## src/rtl/asi_marb.sv

```systemverilog
`default_nettype none
// ------------------------------------------------------------------
// asi_marb : N-channel burst arbiter and user-memory port multiplexer
// Rev 1.0
// ------------------------------------------------------------------
module asi_marb #(
   parameter int NCH        = 4,
   parameter int AXI_AW     = 40,
   parameter int AXI_DW     = 128,
   parameter int AXI_WSTRBW = AXI_DW/8,
   parameter int SLV_WS     = 1,
   parameter int ARB_MODE   = 1,
   parameter int STARVE_LIM = 16,
   parameter int IW         = (NCH > 1) ? $clog2(NCH) : 1
) (
   input  logic                      usr_clk,
   input  logic                      usr_reset_n,
   input  logic [NCH-1:0]            ch_req,
   input  logic [NCH-1:0]            ch_last,
   input  logic [NCH-1:0]            ch_we,
   input  logic [NCH-1:0]            ch_re,
   input  logic [NCH*AXI_AW-1:0]     ch_addr,
   input  logic [NCH*AXI_DW-1:0]     ch_wdata,
   input  logic [NCH*AXI_WSTRBW-1:0] ch_wstrb,
   output logic [NCH-1:0]            ch_gnt,
   output logic [IW-1:0]             gnt_idx,
   output logic [AXI_AW-1:0]         usr_a,
   output logic                      usr_ce,
   output logic [AXI_DW-1:0]         usr_d,
   output logic [AXI_WSTRBW-1:0]     usr_we,
   input  logic [AXI_DW-1:0]         usr_q,
   output logic                      r_valid,
   output logic [AXI_DW-1:0]         r_data,
   output logic [IW-1:0]             r_tag,
   output logic                      proto_err
);

   typedef enum logic [0:0] {ST_IDLE = 1'b0, ST_BUSY = 1'b1} state_t;

   state_t         state_q, state_d;
   logic [NCH-1:0] gnt_q, gnt_d;
   logic [IW-1:0]  idx_q, idx_d;
   logic           proto_err_q, proto_err_d;
   logic [NCH-1:0] elig;
   logic [IW-1:0]  win_idx;
   logic           win_hit, load;
   logic           gnt_any, last_hit, we_g, re_g, rd_issue;

   assign gnt_any  = |gnt_q;
   assign last_hit = |(ch_last & gnt_q);
   assign we_g     = gnt_any & ch_we[idx_q];
   assign re_g     = gnt_any & ch_re[idx_q];
   assign rd_issue = re_g & ~we_g;

   generate
      if (ARB_MODE == 1) begin : g_rr
         logic [IW-1:0] ptr_q;
         logic [IW:0]   pos;
         logic [IW:0]   nxt;

         // The finishing channel is excluded so a busy peer always gets a turn.
         assign elig = (NCH > 1) ? (ch_req & ~gnt_q) : ch_req;
         assign nxt  = {1'b0, win_idx} + (IW+1)'(1);

         always_comb begin
            win_idx = '0;
            win_hit = 1'b0;
            pos     = '0;
            for (int k = NCH-1; k >= 0; k--) begin
               pos = {1'b0, ptr_q} + (IW+1)'(k);
               if (pos >= (IW+1)'(NCH)) pos = pos - (IW+1)'(NCH);
               if (elig[pos[IW-1:0]]) begin
                  win_idx = pos[IW-1:0];
                  win_hit = 1'b1;
               end
            end
         end

         always_ff @(posedge usr_clk) begin
            if (!usr_reset_n)
               ptr_q <= '0;
            else if (load)
               ptr_q <= (nxt >= (IW+1)'(NCH)) ? '0 : nxt[IW-1:0];
         end
      end else begin : g_fixed
         localparam int CW = $clog2(STARVE_LIM + 1);
         logic [CW-1:0] cnt_q [NCH];
         logic [IW-1:0] low_idx, st_idx;
         logic          low_hit, st_hit;

         assign elig = ch_req;

         always_comb begin
            low_idx = '0;
            low_hit = 1'b0;
            st_idx  = '0;
            st_hit  = 1'b0;
            for (int i = NCH-1; i >= 0; i--) begin
               if (elig[i]) begin
                  low_idx = IW'(i);
                  low_hit = 1'b1;
               end
               if (elig[i] && cnt_q[i] == CW'(STARVE_LIM)) begin
                  st_idx = IW'(i);
                  st_hit = 1'b1;
               end
            end
            win_idx = st_hit ? st_idx : low_idx;
            win_hit = low_hit;
         end

         always_ff @(posedge usr_clk) begin
            for (int i = 0; i < NCH; i++) begin
               if (!usr_reset_n || (load && win_idx == IW'(i)))
                  cnt_q[i] <= '0;
               else if (ch_req[i] && !gnt_q[i] && cnt_q[i] != CW'(STARVE_LIM))
                  cnt_q[i] <= cnt_q[i] + CW'(1);
            end
         end
      end
   endgenerate

   always_comb begin
      state_d = state_q;
      gnt_d   = gnt_q;
      idx_d   = idx_q;
      load    = 1'b0;
      case (state_q)
         ST_IDLE: begin
            if (win_hit) begin
               load    = 1'b1;
               state_d = ST_BUSY;
            end
         end
         ST_BUSY: begin
            if (last_hit) begin
               if (win_hit) begin
                  load = 1'b1;
               end else begin
                  state_d = ST_IDLE;
                  gnt_d   = '0;
                  idx_d   = '0;
               end
            end
         end
         default: state_d = ST_IDLE;
      endcase
      if (load) begin
         gnt_d = NCH'(1) << win_idx;
         idx_d = win_idx;
      end
   end

   // A granted channel must not read and write together; nobody else may access at all.
   assign proto_err_d = proto_err_q | (|((ch_we | ch_re) & ~gnt_q)) | (we_g & re_g);

   always_ff @(posedge usr_clk) begin
      if (!usr_reset_n) begin
         state_q     <= ST_IDLE;
         gnt_q       <= '0;
         idx_q       <= '0;
         proto_err_q <= 1'b0;
      end else begin
         state_q     <= state_d;
         gnt_q       <= gnt_d;
         idx_q       <= idx_d;
         proto_err_q <= proto_err_d;
      end
   end

   assign ch_gnt    = gnt_q;
   assign gnt_idx   = idx_q;
   assign proto_err = proto_err_q;
   assign usr_a     = gnt_any ? ch_addr[int'(idx_q)*AXI_AW +: AXI_AW] : '0;
   assign usr_d     = gnt_any ? ch_wdata[int'(idx_q)*AXI_DW +: AXI_DW] : '0;
   assign usr_we    = ch_wstrb[int'(idx_q)*AXI_WSTRBW +: AXI_WSTRBW] & {AXI_WSTRBW{we_g}};
   assign usr_ce    = we_g | re_g;
   assign r_data    = usr_q;

   generate
      if (SLV_WS == 0) begin : g_rd_comb
         assign r_valid = rd_issue;
         assign r_tag   = rd_issue ? idx_q : '0;
      end else begin : g_rd_pipe
         logic          vld_q [SLV_WS];
         logic [IW-1:0] tag_q [SLV_WS];

         always_ff @(posedge usr_clk) begin
            if (!usr_reset_n) begin
               for (int s = 0; s < SLV_WS; s++) begin
                  vld_q[s] <= 1'b0;
                  tag_q[s] <= '0;
               end
            end else begin
               vld_q[0] <= rd_issue;
               tag_q[0] <= rd_issue ? idx_q : '0;
               for (int s = 1; s < SLV_WS; s++) begin
                  vld_q[s] <= vld_q[s-1];
                  tag_q[s] <= tag_q[s-1];
               end
            end
         end

         assign r_valid = vld_q[SLV_WS-1];
         assign r_tag   = tag_q[SLV_WS-1];
      end
   endgenerate

endmodule
`default_nettype wire

```

## config.mk

```make
export PLATFORM = sky130hd
export DESIGN_NAME = asi_marb
export DESIGN_NICKNAME = d
export VERILOG_FILES = /design/src/rtl/asi_marb.sv
export SDC_FILE = /design/constraint.sdc
export NUM_CORES = 1
export LEC_CHECK = 0
export ABC_AREA = 1
export ABC_CLOCK_PERIOD_IN_PS = 1870
export CELL_PAD_IN_SITES_DETAIL_PLACEMENT = 1
export CELL_PAD_IN_SITES_GLOBAL_PLACEMENT = 2
export CORE_AREA = 2 2 464 466
export CTS_CLUSTER_SIZE = 12
export DETAILED_ROUTE_END_ITERATION = 10
export DIE_AREA = 0 0 466 468
export PLACE_DENSITY = 0.54
export SLEW_MARGIN = 20
export SYNTH_ARGS = -nofsm -noshare
export SYNTH_HDL_FRONTEND = slang
export SYNTH_SLANG_ARGS = --single-unit
```

## constraint.sdc

```tcl
create_clock -name usr_clk -period 1.87 [get_ports usr_clk]
set_input_delay 0.2805 -clock usr_clk [delete_from_list [all_inputs] [get_ports usr_clk]]
set_output_delay 0.2805 -clock usr_clk [all_outputs]
set_load 0.01 [all_outputs]
```

=== Word-level counts from Yosys, hierarchy flattened ===
Memory sizes are Yosys's and may differ from the RTL's.
Cells that the tools add are included.

* Register bits: 10
* Bits in latches: 0
* Memory bits (writable): 3
* Bits in read-only memories: 0
* Input port bits: 882
* Output and inout port bits: 323
* Word-level logic and storage cells: 101
* Memories: 2

* $add $sub $neg: 8
* Multipliers: 1
* Div/mod/pow operators: 0
* $lt $le $gt $ge: 10
* Equal/unequal tests: 1
* Shifts and indexed selects: 4
* Multiplexer cells: 47
* Bitwise operators: 15
* Reductions and logical operators: 8

{| class="wikitable"
|+ Memory list
! memory !! depth !! bits a word !! rd ports !! clocked after Yosys merged registers in !! write ports !! line !! source
|-
| g_rd_pipe.tag_q || 1 || 2 || 1 || 0 || 1 || 186 || <nowiki>logic [IW-1:0] tag_q [SLV_WS];</nowiki>
|-
| g_rd_pipe.vld_q || 1 || 1 || 1 || 0 || 1 || 185 || <nowiki>logic vld_q [SLV_WS];</nowiki>
|}

{| class="wikitable"
|+ Operators by type and width
! kind !! count
|-
| 512-bit by 10-bit indexed part select with 128-bit output || 1
|-
| 160-bit by 9-bit indexed part select with 40-bit output || 1
|-
| 128-bit 2-to-1 mux || 1
|-
| 64-bit by 7-bit indexed part select with 16-bit output || 1
|-
| 40-bit 2-to-1 mux || 1
|-
| 2-bit 2-to-1 mux || 15
|-
| 1-bit 2-to-1 mux || 18
|-
| 16-bit bitwise AND || 1
|-
| 4-bit 2-to-1 mux || 4
|-
| 2-bit by 3-bit less-than comparator with 1-bit output (second input constant) || 5
|-
| 4-bit bitwise AND || 3
|-
| 1-bit binary-select mux with 2-bit select || 6
|-
| 3-bit >= comparator (second input constant) || 4
|-
| 4-bit OR reduction || 3
|-
| 2-bit by 1-bit subtractor with 2-bit output (second input constant) || 4
|-
| 2-bit by 1-bit adder with 3-bit output (second input constant) || 2
|-
| 2-bit by 2-bit adder with 3-bit output (second input constant) || 2
|-
| 2-bit by 3-bit multiplier with 5-bit output (second input constant) || 1
|-
| 1-bit bitwise AND || 4
|-
| 4-bit inverter || 1
|-
| 4-bit OR || 1
|-
| 1-bit case mux with 2 select lines || 2
|-
| 2-bit nonzero test || 2
|-
| 1-bit by 2-bit left shift with 4-bit output (first input constant) || 1
|-
| other kinds (7) || 10
|}

=== Longest topological paths before layout ===
* Depth after elaboration: 14
* Gate-level depth with buffers: 15
* Gate-level depth less buffers: 14

=== Worst setup path after synthesis ===
No wires, ideal clock.

* Path kind: reg2reg
* Start point: register gnt_q[2], in the netlist ch_gnt[2]
* End point: register g_rr.ptr_q[1]
* Library setup time: 0.119 ns
* Arrival: 1.644 ns
* Data required time: 1.751 ns
* Setup slack: 0.107 ns
* Stages on the path, launching flop included: 15
* Path buffers: 0
* Clock period less this slack: 1.763 ns
* Path through: dfxtp_1 > inv_1 > nand3_1 > nand2_2 > nand2_2 > nand2_2 > inv_1 > nand2_1 > nand2_1 > nand2_1 > nand2_1 > inv_1 > ha_1 > o21ai_0 > a21oi_1

* Longest elaborated chain between the ends: 11
* Elaborated cells on any way between the ends: 26
* Classes of those cells: 1 x add/sub; 1 x order compare; 20 x mux; 3 x bitwise; 1 x reduce/logical

{| class="wikitable"
|+ Ends and longest elaborated chain
! what !! line !! source
|-
| start: declaration || 41 || <nowiki>logic [NCH-1:0] gnt_q, gnt_d;</nowiki>
|-
| start signal: assignment || 165 || <nowiki>gnt_q <= gnt_d;</nowiki>
|-
| 4-bit inverter || 62 || <nowiki>assign elig = (NCH > 1) ? (ch_req & ~gnt_q) : ch_req;</nowiki>
|-
| 4-bit bitwise AND || 62 ||
|-
| 1-bit binary-select mux with 2-bit select || 72 || <nowiki>if (elig[pos[IW-1:0]]) begin</nowiki>
|-
| 1-bit 2-to-1 mux (not written as such) || 72 ||
|-
| 2-bit 2-to-1 mux or 1-bit 2-to-1 mux (tied branches) (4 in a row) || 72 ||
|-
| 2-bit by 1-bit adder with 3-bit output or 1-bit 2-to-1 mux (tied branches) || 63, 130, 137 ||
|-
| 3-bit >= comparator or 1-bit 2-to-1 mux (tied branches) || 83, 136 ||
|-
| 2-bit 2-to-1 mux or 1-bit case mux with 2 select lines (tied branches) || 83, 128 ||
|-
| end signal: assignment || 83 || <nowiki>ptr_q <= (nxt >= (IW+1)'(NCH)) ? '0 : nxt[IW-1:0];</nowiki>
|-
| end: declaration || 57 || <nowiki>logic [IW-1:0] ptr_q;</nowiki>
|}

Parallel ways exist; a longest one is shown, timed or not. The select of a mux whose other input is x is not followed.
A chain may end at the register's enable or synchronous reset.

=== Worst setup path in the final report ===
* Start point: register idx_q[0], in the netlist gnt_idx[0]
* End point: output port usr_we[9]

* Longest elaborated chain between the ends: 4
* Elaborated cells on any way between the ends: 5
* Classes of those cells: 1 x shift; 2 x mux; 2 x bitwise

{| class="wikitable"
|+ Ends and longest elaborated chain
! what !! line !! source
|-
| start: declaration || 42 || <nowiki>logic [IW-1:0] idx_q, idx_d;</nowiki>
|-
| start signal: assignment || 166 || <nowiki>idx_q <= idx_d;</nowiki>
|-
| branches (longest 3 deep; another with 64-bit by 7-bit indexed part select with 16-bit output) || -- ||
|-
| 16-bit bitwise AND (*) || 176 || <nowiki>assign usr_we = ch_wstrb[int'(idx_q)*AXI_WSTRBW +: AXI_WSTRBW] & {AXI_WSTRBW{we_g}};</nowiki>
|-
| end: declaration || 30 || <nowiki>output logic [AXI_WSTRBW-1:0] usr_we,</nowiki>
|}

Mark *: on every way between the ends. The select of a mux whose other input is x is not followed.

==> run summary <==
Cell Chain, Critical Path = buf_12 -> buf_16 -> buf_16 -> o21ai_4 -> nand3_4 -> buf_12 -> a21oi_4 -> buf_6 -> buf_12
Final Cycle Share = 127%
Critical Path Source Type = flip-flop
Top_reg_cell synth = dfxtp_1
Number of buffers created by CTS = 3
Final Slew Violations = 0
Sequential area share after synthesis = 3.16%
Leading cell types in the layout, fill and taps excluded = 757 x clkdlybuf4s50_1, 426 x nor2_1, 213 x buf_4
Kind of critical path = flip-flop to output port
Row count = 170
Initial core utilization = 3.86%
IO Pins = 1205
Number of port buffers = 948
Die H = 468 um
Post-synth ARST share = 0%
Hold Crit Class = input pin to output port
WHS Endpoint = r_data[102]
Slowest Stage Delay on Critical Path = 0.37 ns
F_max = 423 MHz
Slew HR = 74.0%
Worst-Skew Late Latency = 0.28 ns
Post-DRT Antenna Nets = 0
RSZ-0062 raised after global routing = yes
Yosys warnings = 0
DRC violations left = 0
Netlist cell types = 32
Grt total ovfl = 0
Max-cap violation count = 0
Commonest non-fill, non-tap cell in the layout = clkdlybuf4s50_1
CP top delay family = buffers and inverters
Pwr Total = 53200 uW
Initial antenna violation count = 84
Critical Path Sink Type = output port
Post-synth top area share = 33.8%
CP Max Fanout = 11
CTS max path bufs = 2
Synthesized cell area = 8230 sq um
Flops & latches, synth = 13
Violated checks = negative setup slack
Hold Crit Depth = 0
Nets@finish = 3761
Critical Path AT = 2.09 ns
RR Endpoint = g_rd_pipe.tag_q[0][0]
# hold bufs at CTS = 0
Placeable Area = 213000 sq um
Detailed Route WL = 165 mm
Final worst slack = -0.497 ns
Area leader, netlist = nor2_1
Worst-path clk slew = 0.08 ns
Fin. Hold Viols = 0
R2R Setup Slk = -0.13 ns
Leakage Power = 0.0106 uW
First-pass GRT wire length = 200 mm
Clk root buf = clkbuf_16
H-tree Lvls = 1
Most used cell, CP = buf_12
Pwr per Cell Area = 1780 nW/um^2
Placer Congestion = 0.951
Dominant cells by area after synthesis = nor2_1 34%, o21ai_0 21%, buf_4 13%
Iter 0 DRT Violations = 679
CTS tree = done
Layout cells sized above 1 = 47.0%
Crit path buf inv count = 6
Clk_skew = 0.0185 ns
HP Start = usr_q[102]
Slowest CP cell = dfxtp_4
Die footprint = 218000 sq um
Sink Count = 13
Largest net degree at the start of global routing = 28
Finish-stage setup viols = 189
Worst r2r src = gnt_idx[0]
Maximum VDD drop = 1130 uV
Wire length per cell = 28.8 um
Mapped Cells = 1713
Chip width = 466 um
Worst Path Required = 1.59 ns
Initial DRT Pass Iterations = 5
Area growth syn-to-layout = 264%
GRT Overall Usage = 14.1%
Post-synth EDFFs = 0
Vias/cell = 3.03
Vias = 17300
Vias in the first global route = 18100
Detailed placer's ending HPWL = 137 mm
Min Tclk post-route = 2.37 ns
Fin util = 14.0%
Status = finished, violations left
Worst R2R Path Depth = 13
Fillers = 25300
Least-Margin Pin Slew = 0.386 ns
Syn Nets = 2599
Synthesized area per cell = 4.80 sq um
[synth_stat cells (2+ instances only)]
cell type,instances
o21ai_0,338
inv_1,17
nand2_4,3
buf_4,138
nor4_2,2
clkbuf_1,55
dfxtp_1,13
nand2_1,39
nor2_4,2
a21oi_1,196
buf_2,66
nor2_1,740
nand2_2,10
nand3_2,4
buf_6,5
nand3_4,2
inv_2,5
nand3_1,15
o21ai_1,39
nor2_2,2
ha_1,4
buf_1,8
[layout make-up]
cell class                      instances  area (sq um)  area share, %
Inverter                               25           145          0.485
Sequential cell                        13           274          0.916
Tap cell                             2838          3550           11.9
Clock buffer                            3          75.1          0.251
Clock inverter                          1          5.00         0.0167
Antenna cell                           10          25.0         0.0836
Timing Repair Buffer                 1429         16100           53.8
Multi-Input combinational cell       1403          9750           32.6
[worst max-delay path by stage]
stage | start | to | slack (ns) | cells after the start
after floorplan | ch_gnt[2] | g_rr.ptr_q[1] | 0.11 | 14
after global placement | ch_wdata[335] | usr_d[79] | -0.86 | 7
after detailed placement | ch_wdata[335] | usr_d[79] | -0.84 | 7
after CTS | gnt_idx[0] | usr_we[9] | -0.61 | 11
after global routing | gnt_idx[1] | usr_we[9] | -0.61 | 10
final | gnt_idx[0] | usr_we[9] | -0.50 | 9
[registers in the layout (all words and copies together) (netlist names)]
register / flops
g_rr.ptr_q: 2
gnt_idx: 2
state_q: 1
ch_gnt: 4
g_rd_pipe.tag_q: 2
g_rd_pipe.vld_q: 1
proto_err: 1
[metrics by stage]
step	setup TNS [ns]	setup slack (ns)	instance area (sq um)	instances	hold slack, ns
after detailed placement	-68.32	-0.840	22400	5504	0.552
after global placement	-68.07	-0.865	22400	5504	0.561
after floorplan	0	0.107	8230	1713	0.406
final	-70.84	-0.497	29900	5722	0.561
after global routing	-88.06	-0.605	29900	5714	0.561
after CTS	-83.28	-0.609	27700	5693	0.561
[report_power, final]
group | leakage [uW] | internal [uW] | total [uW] | switching [uW]
logic | 0.0105 | 23700 | 52200 | 28500
registers | 0.000110 | 400 | 517 | 116
clock network | 0.0000409 | 290 | 518 | 228
[repair_timing]
| item | 4_1_cts | 5_1_grt |
|---|---|---|
| resized for setup | 1271 | 628 |
| cloned | 42 | 13 |
| setup endpoints to repair | 196 | 198 |
| buffers inserted | 170 | 54 |
| pin swaps | 291 | 374 |
[metal layers]
metal	track usage (%)	up-vias	wire length, um
met5	0.242	-	381
met4	1.71	50	3200
met3	9.06	218	24600
met2	24.8	984	79800
met1	14.3	8226	56700
li1	-	7867	-
[cell families after synthesis]
| group | count (synthesis) | synth area share (%) |
|---|---|---|
| simple gates | 824 | 39.8 |
| buf+inv | 297 | 21.4 |
| flops | 13 | 3.16 |
| compound gates | 575 | 35.1 |
| fa+ha+maj | 4 | 0.608 |
Power figures use the tool's default switching activity.
